### config.mk
export PLATFORM = sky130hd
export DESIGN_NAME = gpio_debounce
export DESIGN_NICKNAME = d
export VERILOG_FILES = /design/src/rtl/gpio_debounce.sv
export SDC_FILE = /design/constraint.sdc
export NUM_CORES = 1
export LEC_CHECK = 0
export CAP_MARGIN = 15
export CORE_MARGIN = 8
export CORE_UTILIZATION = 55
export DETAILED_ROUTE_END_ITERATION = 6
export PLACE_DENSITY = 0.79
export SLEW_MARGIN = 30
export SYNTH_ARGS = -nofsm -noshare
export SYNTH_HDL_FRONTEND = slang
export SYNTH_HIERARCHICAL = 1
export SYNTH_SLANG_ARGS = --single-unit
### constraint.sdc
create_clock -name clk -period 3.5 [get_ports clk]
set_clock_uncertainty 0.15 [all_clocks]
set_input_delay 0.525 -clock clk [delete_from_list [all_inputs] [get_ports clk]]
set_output_delay 0.525 -clock clk [all_outputs]
set_load 0.03 [all_outputs]
### src/rtl/gpio_debounce.sv
// gpio_debounce -- debouncer for active-low GPIO buttons.
//
// Each raw pin is synchronized by two flops. A shared prescaler produces a
// 1 ms tick. A channel's debounced level changes only after the synchronized
// input has differed from it for DEBOUNCE_MS consecutive ticks. A one-cycle
// press or release pulse follows each change, in the next cycle.
//
// Optional feature: define GPIO_DEBOUNCE_IRQ_EN to build the per-channel
// press-interrupt pending register and the irq output. Without the macro,
// irq is tied to 0 and irq_mask/irq_clr are ignored.
//
// Ports:
//   clk          system clock; all logic runs on its rising edge
//   RST          asynchronous, active-high reset
//   btn_raw      raw button pins, active-low, asynchronous
//   btn_state    debounced level (1 = released)
//   btn_press    one-cycle pulse after a debounced 1->0
//   btn_release  one-cycle pulse after a debounced 0->1
//   irq_mask     per-channel press-interrupt enable
//   irq_clr      write-one-to-clear for pending bits
//   irq          OR of pending bits, registered

module gpio_debounce_chan #(
    parameter int DEBOUNCE_MS = 8
) (
    input  logic clk,
    input  logic rst,
    input  logic tick,
    input  logic din,
    output logic state,
    output logic press,
    output logic rel
);
    logic [3:0] cnt;
    logic       state_d;

    always_ff @(posedge clk or posedge rst) begin
        if (rst) begin
            cnt     <= '0;
            state   <= 1'b1;
            state_d <= 1'b1;
            press   <= 1'b0;
            rel     <= 1'b0;
        end else begin
            // state_d holds the previous level. The edge pulses therefore
            // appear in the cycle after state changes.
            state_d <= state;
            press   <= state_d & ~state;
            rel     <= ~state_d & state;
            if (din == state) begin
                cnt <= '0;                 // also gives glitch rejection
            end else if (tick) begin
                if (cnt == 4'(DEBOUNCE_MS - 1)) begin
                    state <= din;
                    cnt   <= '0;
                end else begin
                    cnt <= cnt + 4'd1;
                end
            end
        end
    end
endmodule

module gpio_debounce #(
    parameter int NUM_INPUTS  = 6,
    parameter int CLOCK_FREQ  = 25125000,
    parameter int DEBOUNCE_MS = 8
) (
    input  logic                  clk,
    input  logic                  RST,
    input  logic [NUM_INPUTS-1:0] btn_raw,
    output logic [NUM_INPUTS-1:0] btn_state,
    output logic [NUM_INPUTS-1:0] btn_press,
    output logic [NUM_INPUTS-1:0] btn_release,
    input  logic [NUM_INPUTS-1:0] irq_mask,
    input  logic [NUM_INPUTS-1:0] irq_clr,
    output logic                  irq
);
    localparam int TICK_DIV = CLOCK_FREQ / 1000;
    localparam int PW       = (TICK_DIV > 1) ? $clog2(TICK_DIV) : 1;

    logic [NUM_INPUTS-1:0] sync1, sync2;
    logic [PW-1:0]         presc;
    logic                  tick;

    // Two-flop synchronizer. It resets to released (all ones).
    always_ff @(posedge clk or posedge RST) begin
        if (RST) begin
            sync1 <= '1;
            sync2 <= '1;
        end else begin
            sync1 <= btn_raw;
            sync2 <= sync1;
        end
    end

    assign tick = (presc == PW'(TICK_DIV - 1));

    always_ff @(posedge clk or posedge RST) begin
        if (RST)       presc <= '0;
        else if (tick) presc <= '0;
        else           presc <= presc + 1'b1;
    end

    for (genvar i = 0; i < NUM_INPUTS; i++) begin : g_ch
        gpio_debounce_chan #(.DEBOUNCE_MS(DEBOUNCE_MS)) u_ch (
            .clk  (clk),
            .rst  (RST),
            .tick (tick),
            .din  (sync2[i]),
            .state(btn_state[i]),
            .press(btn_press[i]),
            .rel  (btn_release[i])
        );
    end

`ifdef GPIO_DEBOUNCE_IRQ_EN
    logic [NUM_INPUTS-1:0] pending;

    // A set wins over a clear that arrives in the same cycle.
    always_ff @(posedge clk or posedge RST) begin
        if (RST) begin
            pending <= '0;
            irq     <= 1'b0;
        end else begin
            pending <= (pending & ~irq_clr) | (btn_press & irq_mask);
            irq     <= |pending;
        end
    end
`else
    logic unused_irq_inputs;
    assign unused_irq_inputs = ^{irq_mask, irq_clr};
    assign irq = 1'b0;
`endif
endmodule

Word-level counts from Yosys, hierarchy flattened
Index checks and enable logic that the tools add are counted.

operators by class
  $add $sub $neg = 7
  equality and inequality tests = 13
  mux-type cells = 19
  bitwise gates (word level) = 30
  reduce and logical (&&, ||, !) cells = 12

operators by type and width
  kind                                           number
  two-way mux 4 bit                              18
  adder 4 x 1 -> 4 bit, second input constant    6
  == test 4 x 3 -> 1 bit, second input constant  6
  NOT 1 bit                                      18
  AND reduction 3 bit                            6
  adder 15 x 1 -> 15 bit, second input constant  1
  == test 15 bit, second input constant          1
  two-way mux 15 bit                             1
  bitwise AND 1 bit                              12
  nonzero test 2 bit                             6
  == test 1 bit                                  6

storage, ports and cells
  bits in registers = 75
  input bits = 20
  output and inout bits = 19
  word-level logic and storage cells = 114

Longest topological paths before layout
Gate-level depths: netlist of run 1.

  depth after elaboration = 4
  mapped depth = 7

Hierarchy
Netlist of run 1, hierarchy kept.

modules (own cells, without submodules)
  module              times used  cells an instance  area an instance (sq um)
  gpio_debounce_chan  6           28                 337.8
  gpio_debounce       1           86                 1077.3

Least setup slack after synthesis of run 1
No wires, ideal clock.

  kind = flip-flop to flip-flop
  start point = register presc[11]
  end point = register g_ch[0].u_ch.cnt[3]
  data arrival time = 2.821 ns
  path slack = 0.452 ns
  cell stages (with the launch flop) = 6
  buffers on the path = 0
  clock period less this slack = 3.048 ns
  path through = dfrtp_1 -> or4_4 -> nor4_4 -> nand4_1 -> or3_1 -> a21oi_1

on the way
  word-level cells in the longest chain between the ends = 2

ends and longest elaborated chain
  what                          RTL line  RTL
  start: declaration            83        logic [PW-1:0] presc;
  start signal: assignment      102       else presc <= presc + 1'b1;
  == test 15 bit                97        assign tick = (presc == PW'(TICK_DIV - 1));
  via tick                      84        logic tick;
  nonzero test 2 bit (no line)  --
  end signal: assignment        57        cnt <= cnt + 4'd1;
  end: declaration              34        logic [3:0] cnt;

The timed path passes the listed nets, and every way through them passes these cells.
A chain may end at the register's enable or synchronous reset.

Worst setup path in the final report of run 1
  start point = register presc[11]
  end point = register g_ch[1].u_ch.cnt[3]

on the way
  word-level cells in the longest chain between the ends = 2

ends and longest elaborated chain
  what                          RTL line
  == test 15 bit                97
  via tick                      84
  nonzero test 2 bit (no line)  --
  end signal: assignment        57
  end: declaration              34

The timed path passes the listed nets, and every way through them passes these cells.

==> flow_summary.yaml, run 1 <==
timing:
  worstMarginPinSlew_ps: 804
  report.final.slew_viol_count: 0
  finalSetupTns_ps: 0
  period_share: 0.678
  slew_headroom: 0.463
  setup_viol: 0
  clock.fmax_mhz: 422
  rsz0062_at_grt: "false"
  whs_ps: 207
  period_minus_slack_ps: 2370
  final-hold-violation-count: 0
routing:
  wl_met1_mm: 2.13
  met2WireLength_mm: 2.47
  via_per_inst: 5.14
  drc: 0
  drt_wl_total_mm: 4.86
  highest_layer: "met4"
  wl_per_cell_um: 13.2
  drtIter0Drc: 69
  vias: 1898
  final_antenna_net_count: 0
  met3WireLength_um: 137
  first_pass_iters: 4
floorplan:
  die_x_um: 91.1
  num_rows: 27
  core_um2: 5470
  die_y_um: 91.1
  die-area_um2: 8300
  ios: 39
  start_util: 0.567
yosys:
  yosysSeqAreaShare: 0.614
  synthCells: 254
  synth_area_leaders: "dfrtp_1 (41%), dfstp_2 (20%), xor2_1 (3.4%), ha_1 (3.2%), xnor2_1 (3.1%)"
  synth_area_leader_cell: "dfrtp_1"
  synth-simple-area-share: 0.204
  syn_area_per_cell_um2: 12.2
  synth_fa_ha_area_frac: 0.0322
  ys_top_cells_by_count: "dfrtp_1 (51), dfstp_2 (24), nor2_1 (21), nand2_1 (17), nor2b_1 (14)"
  synth_mux_area_frac: 0.0443
  yosys.area_share.xor_xnor: 0.0649
  synth_top_family_by_area: "simple AND/OR/NAND/NOR gates"
  async_flop_share: 1.00
  ys.flop_type: "dfrtp_1"
  synth_compound_area_frac: 0.0234
  yosysMostFrequentCell: "dfrtp_1"
  syn_nets: 282
  synth-seq-cells: 75
  syn_area_um2: 3100
  synth_edf_count: 0
  yosys.area.top_type_share: 0.411
  ys_types: 29
  ys.warnings.count: 6
worst_setup_path:
  crit_family: "simple AND/OR/NAND/NOR gates"
  cp-start-kind: "flip-flop"
  worst-path-max-fanout: 31
  r2r_start: "presc[11]"
  slowest_stage: "or4_4"
  path_class: "reg2reg"
  crit_path_max_incr_delay_ps: 560
  startpoint: "presc[11]"
  reg2reg_depth: 6
  cp.required_ps: 3610
  worst-path-buf-inv: 1
  cp.arrival_ps: 2490
  end_kind: "flip-flop"
  path_depth: 6
  critical_path.cell_chain: "or4_4 -> nor4_4 -> buf_12 -> nand4_1 -> or3_1 -> a21oi_1"
final_layout:
  instances_no_fill: 369
  nNetsFinal: 320
  antenna_cells: 0
  fillers: 413
  area_growth_pct: 18.7
  drive_gt1_frac: 0.175
placement:
  portBuffers: 25
  placed_cells: 353
  hpwl_mm: 3.45
  gp_congestion: 0.807
grt:
  grt-ovfl-total: 0
  antenna_found_initial: 0
  grt_pass1_vias: 1929
  grt.total_usage: 0.126
  grt_pass1_wl_mm: 8.44
  grt_start_max_net_pins: 32
clock_network:
  clock_latency_ps: 340
  clock_path_buffers: 2
  htreeDepth: 3
  cts-buffers-inserted: 9
  cts_root_buf: "clkbuf_8"
  cts_sinks: 75
  cts_resized: 0
  holdBufCountCts: 0
  cts_setup_buffers: 0
  clk_pin_slew_worst_paths_ps: 70
  cts_tree: "yes"
pwr:
  p_seq_frac: 0.551
  p_switching_uw: 324
  vdd_drop_max_mv: 0.285
  leakagePower_uw: 0.00158
  power_frac_clock: 0.427
  powerDensity_nw_per_um2: 435
  p_comb_frac: 0.021
  intPower_uw: 1280
  netSwitchingFraction: 0.202
job:
  maxCapViolations: 0
min_path:
  worstHoldStart: "sync1[4]"
  hp-class: "reg2reg"
  hold_path_depth: 0
outcome:
  status: "finished, final reports clean"
[worst register-to-register path, delay by kind of cell (launching register included)]
family | cells | cell delay, ps
AO/OA/AOI/OAI | 1 | 130
buffers and inverters | 1 | 220
flip-flops | 1 | 420
AND/OR/NAND/NOR | 4 | 1380
[path summary, 6_finish.rpt]
path | endpoint | slack, ps
worst max-delay path | g_ch[1].u_ch/cnt[3] | 1130
worst min-delay path | sync2[4] | 210
worst max register to register | g_ch[1].u_ch/cnt[3] | 1130
worst min register to register | sync2[4] | 210
max in group asynchronous | sync2[1] | 1770
min in group asynchronous | g_ch[5].u_ch/press | 530
[per-layer routing]
layer	global-route usage	vias to the layer above
met4	0.0819	0
met5	0	-
met3	0.0321	10
met2	0.210	16
li1	-	942
met1	0.142	930
[flip-flops by register name, indices dropped and copies added, names as in the netlist]
name / count
g_ch.u_ch/press: 6
sync1: 6
g_ch.u_ch/state_d: 6
sync2: 6
g_ch.u_ch/cnt: 24
presc: 15
g_ch.u_ch/state: 6
g_ch.u_ch/rel: 6
[layout by cell type, fill, tap and decap left out, types with 2 or more instances in the layout]
| master | synthesis | routed |
|---|---|---|
| xor2_1 | 12 | 12 |
| nand3_1 | 4 | 4 |
| nand4b_1 | 7 | 7 |
| clkinvlp_4 | 0 | 2 |
| dfstp_2 | 24 | 24 |
| mux2i_1 | 7 | 7 |
| nand3b_1 | 12 | 12 |
| nand2b_1 | 8 | 8 |
| clkbuf_8 | 0 | 12 |
| nor2b_1 | 14 | 14 |
| nand4_1 | 9 | 9 |
| mux2_2 | 6 | 6 |
| xnor2_1 | 11 | 11 |
| nand2_1 | 17 | 17 |
| buf_4 | 1 | 2 |
| nor2_1 | 21 | 21 |
| inv_1 | 11 | 11 |
| clkdlybuf4s50_1 | 0 | 25 |
| or2_2 | 2 | 2 |
| a21oi_1 | 12 | 12 |
| or3_1 | 8 | 8 |
| dfrtp_1 | 51 | 51 |
| ha_1 | 8 | 8 |
[final cells by class]
type / instances / area, µm² / share of cell area
clock inverters: 3 / 45.0 / 0.0122
well taps: 72 / 90.1 / 0.0244
repair buffers: 28 / 285 / 0.0774
clock buffers: 13 / 169 / 0.0458
inverters: 11 / 41.3 / 0.0112
multi-input cells: 167 / 1150 / 0.312
flip-flops and latches: 75 / 1910 / 0.517
[per-stage QoR]
| stage | utilization | setup WS (ps) | area (µm²) | power (µW) |
|---|---|---|---|---|
| finish | 0.674 | 1130 | 3690 | 1600 |
| global placement | 0.634 | 1180 | 3470 | 934 |
| global route | 0.674 | 1010 | 3690 | 1660 |
| floorplan | - | 452 | 3100 | 918 |
| CTS | 0.674 | 1110 | 3690 | 1620 |
| detailed placement | 0.634 | 1120 | 3470 | 935 |
[power by group through the flow]
| stage | clock, µW | sequential, µW | combinational (µW) |
|---|---|---|---|
| finish | 685 | 883 | 34.2 |
| global route | 742 | 883 | 39.7 |
| CTS | 703 | 883 | 35.8 |
| detailed placement | 0 | 899 | 35.9 |
| global placement | 0 | 898 | 35.5 |
| floorplan | 0 | 898 | 20.4 |
[cells by family (layout without fill, tap and decap cells)]
logic type               after synthesis  count (layout)
XOR/XNOR                              23              23
AO/OA/AOI/OAI                         14              14
adder cells (fa/ha/maj)                8               8
buffers and inverters                 12              55
multiplexers                          13              13
AND/OR/NAND/NOR                      108             108
other                                  1               1
flip-flops                            75              75
Note: power is estimated with default switching activity, not from simulation.
==> run 2, diff against run 1 <==
Clock period 3.5 ns to 2.2 ns, I/O delays scaled along.
==> flow_summary.yaml, run 2 (same netlist as run 1, synthesis figures left out) <==
final_layout:
  nNetsFinal: 335
  final_common_cell: "dfrtp_1"
  fillers: 409
  stdcell_area_um2: 3800
  antenna_cells: 0
  drive_gt1_frac: 0.215
  area_growth_pct: 22.3
  largest_reg_flops: 24
  final_cell_mix: "dfrtp_1 (51), clkdlybuf4s50_1 (25), dfstp_2 (24)"
  reg_top3: "g_ch.u_ch/cnt x24, presc x15"
  top_register: "g_ch.u_ch/cnt"
placement:
  gp_congestion: 0.808
  portBuffers: 25
  dpl_worst_slack_ps: 31.0
  hpwl_mm: 3.47
  place_area_um2: 3520
clock_network:
  htreeDepth: 3
  clk_pin_slew_worst_paths_ps: 70
  cts_root_buf: "clkbuf_8"
  clock_latency_ps: 340
  cts_sinks: 75
  holdBufCountCts: 0
  cts-buffers-inserted: 9
  cts_tree: "yes"
  clock_path_buffers: 2
floorplan:
  start_util: 0.567
  ios: 39
  die_y_um: 91.1
  core_um2: 5470
  num_rows: 27
  die-area_um2: 8300
  die_x_um: 91.1
pwr:
  vdd_drop_max_mv: 0.433
  leakagePower_uw: 0.00167
  p_seq_frac: 0.561
  powerDensity_nw_per_um2: 659
  intPower_uw: 2000
  p_comb_frac: 0.023
  p_switching_uw: 500
  power.total_uw: 2500
  netSwitchingFraction: 0.200
  power_frac_clock: 0.416
routing:
  vias: 2017
  drc: 0
  via_per_inst: 5.25
  wl_per_cell_um: 13.6
  first_pass_iters: 4
  drt_wl_total_mm: 5.23
  final_antenna_net_count: 0
  drtIter0Drc: 53
worst_setup_path:
  worstReg2RegEnd: "g_ch[4].u_ch/cnt[3]"
  crit_family: "simple AND/OR/NAND/NOR gates"
  cp-start-kind: "flip-flop"
  worst-path-max-fanout: 13
  crit_path_max_incr_delay_ps: 540
  critical_path.cell_chain: "or4_4 -> nor4_4 -> buf_6 -> nand4_1 -> or3_1 -> a21oi_1"
  cp.arrival_ps: 2290
  r2r_start: "presc[11]"
  cp.required_ps: 2310
  reg2reg_depth: 6
  slowest_stage: "or4_4"
  worst-path-buf-inv: 1
  path_class: "reg2reg"
  end_kind: "flip-flop"
  r2r_slack_ps: 30
timing:
  period_share: 0.988
  period_minus_slack_ps: 2170
  rsz0062_at_grt: "true"
  whs_ps: 207
  report.final.slew_viol_count: 0
  final-hold-violation-count: 0
  setup_viol: 0
  fin_ws_ps: 27.4
  clock.fmax_mhz: 460
outcome:
  status: "finished, final reports clean"
grt:
  grt_pass1_wl_mm: 8.72
  grt_pass1_vias: 1989
  grt_start_max_net_pins: 24
  antenna_found_initial: 0
  grt-ovfl-total: 0
  grt.total_usage: 0.130
min_path:
  hold_path_depth: 0
  worstHoldStart: "sync1[4]"
  hp-class: "reg2reg"
  hold-path-endpoint: "sync2[4]"
job:
  maxCapViolations: 0
==> run 2: cell types whose count changed in the layout (fill, tap and decap cells not counted), sizes merged <==
cell,delta
clkinv,+1
clkinvlp,-2
buf,+15
clkbuf,+1
==> run 2: per-layer routing <==
metal	share of wire	track usage	vias up
li1	-	-	965
met1	0.45	0.150	1016
met2	0.50	0.212	24
met3	0.024	0.0329	12
met4	0.027	0.0873	0
met5	0	0	-
==> run 2: cell type report <==
| type | count | area (µm²) | area share |
|---|---|---|---|
| clock inverter | 2 | 35.0 | 0.00923 |
| sequential | 75 | 1910 | 0.502 |
| inverter | 11 | 41.3 | 0.0109 |
| clock buffer | 14 | 163 | 0.0428 |
| timing repair buffer | 43 | 405 | 0.107 |
| multi-input combinational | 167 | 1160 | 0.304 |
| tap | 72 | 90.1 | 0.0237 |
==> run 2: how the worst max path moves through the flow <==
stage | cells after the start | to | slack [ps] | startpoint
after floorplan | 5 | g_ch[0].u_ch/cnt[3] | -730 | presc[11]
after global placement | 6 | g_ch[3].u_ch/cnt[3] | 90 | presc[11]
after detailed placement | 6 | g_ch[0].u_ch/cnt[3] | 30 | presc[11]
after CTS | 6 | g_ch[0].u_ch/cnt[3] | 40 | presc[11]
after global routing | 6 | g_ch[1].u_ch/cnt[3] | -30 | presc[11]
final | 6 | g_ch[4].u_ch/cnt[3] | 30 | presc[11]
==> run 2: repair_timing <==
item,4_1_cts,5_1_grt
resized for setup,0,4
setup endpoints to repair,0,6
buffers inserted,0,9
==> run 2: metrics by stage <==
stage                     TNS, ps  cells  utilization
after detailed placement        0    359        0.643
after global routing        -90.2    384        0.694
final                           0    384        0.694
after CTS                       0    375        0.679
after global placement          0    359        0.643
after floorplan            -18170    254            -
==> run 2: power groups by stage <==
| stage | logic, µW | clock network (µW) | registers [µW] |
|---|---|---|---|
| after global routing | 66.9 | 1130 | 1410 |
| after floorplan | 32.4 | 0 | 1430 |
| after detailed placement | 60.0 | 0 | 1430 |
| after CTS | 60.2 | 1080 | 1410 |
| final | 58.3 | 1040 | 1410 |
| after global placement | 59.0 | 0 | 1430 |
==> run 3, diff against run 2 <==
Settings changed: HOLD_SLACK_MARGIN set to 0.06.
==> results of run 3 <==
The final DEF is identical to that of run 2; final timing and power are the same.
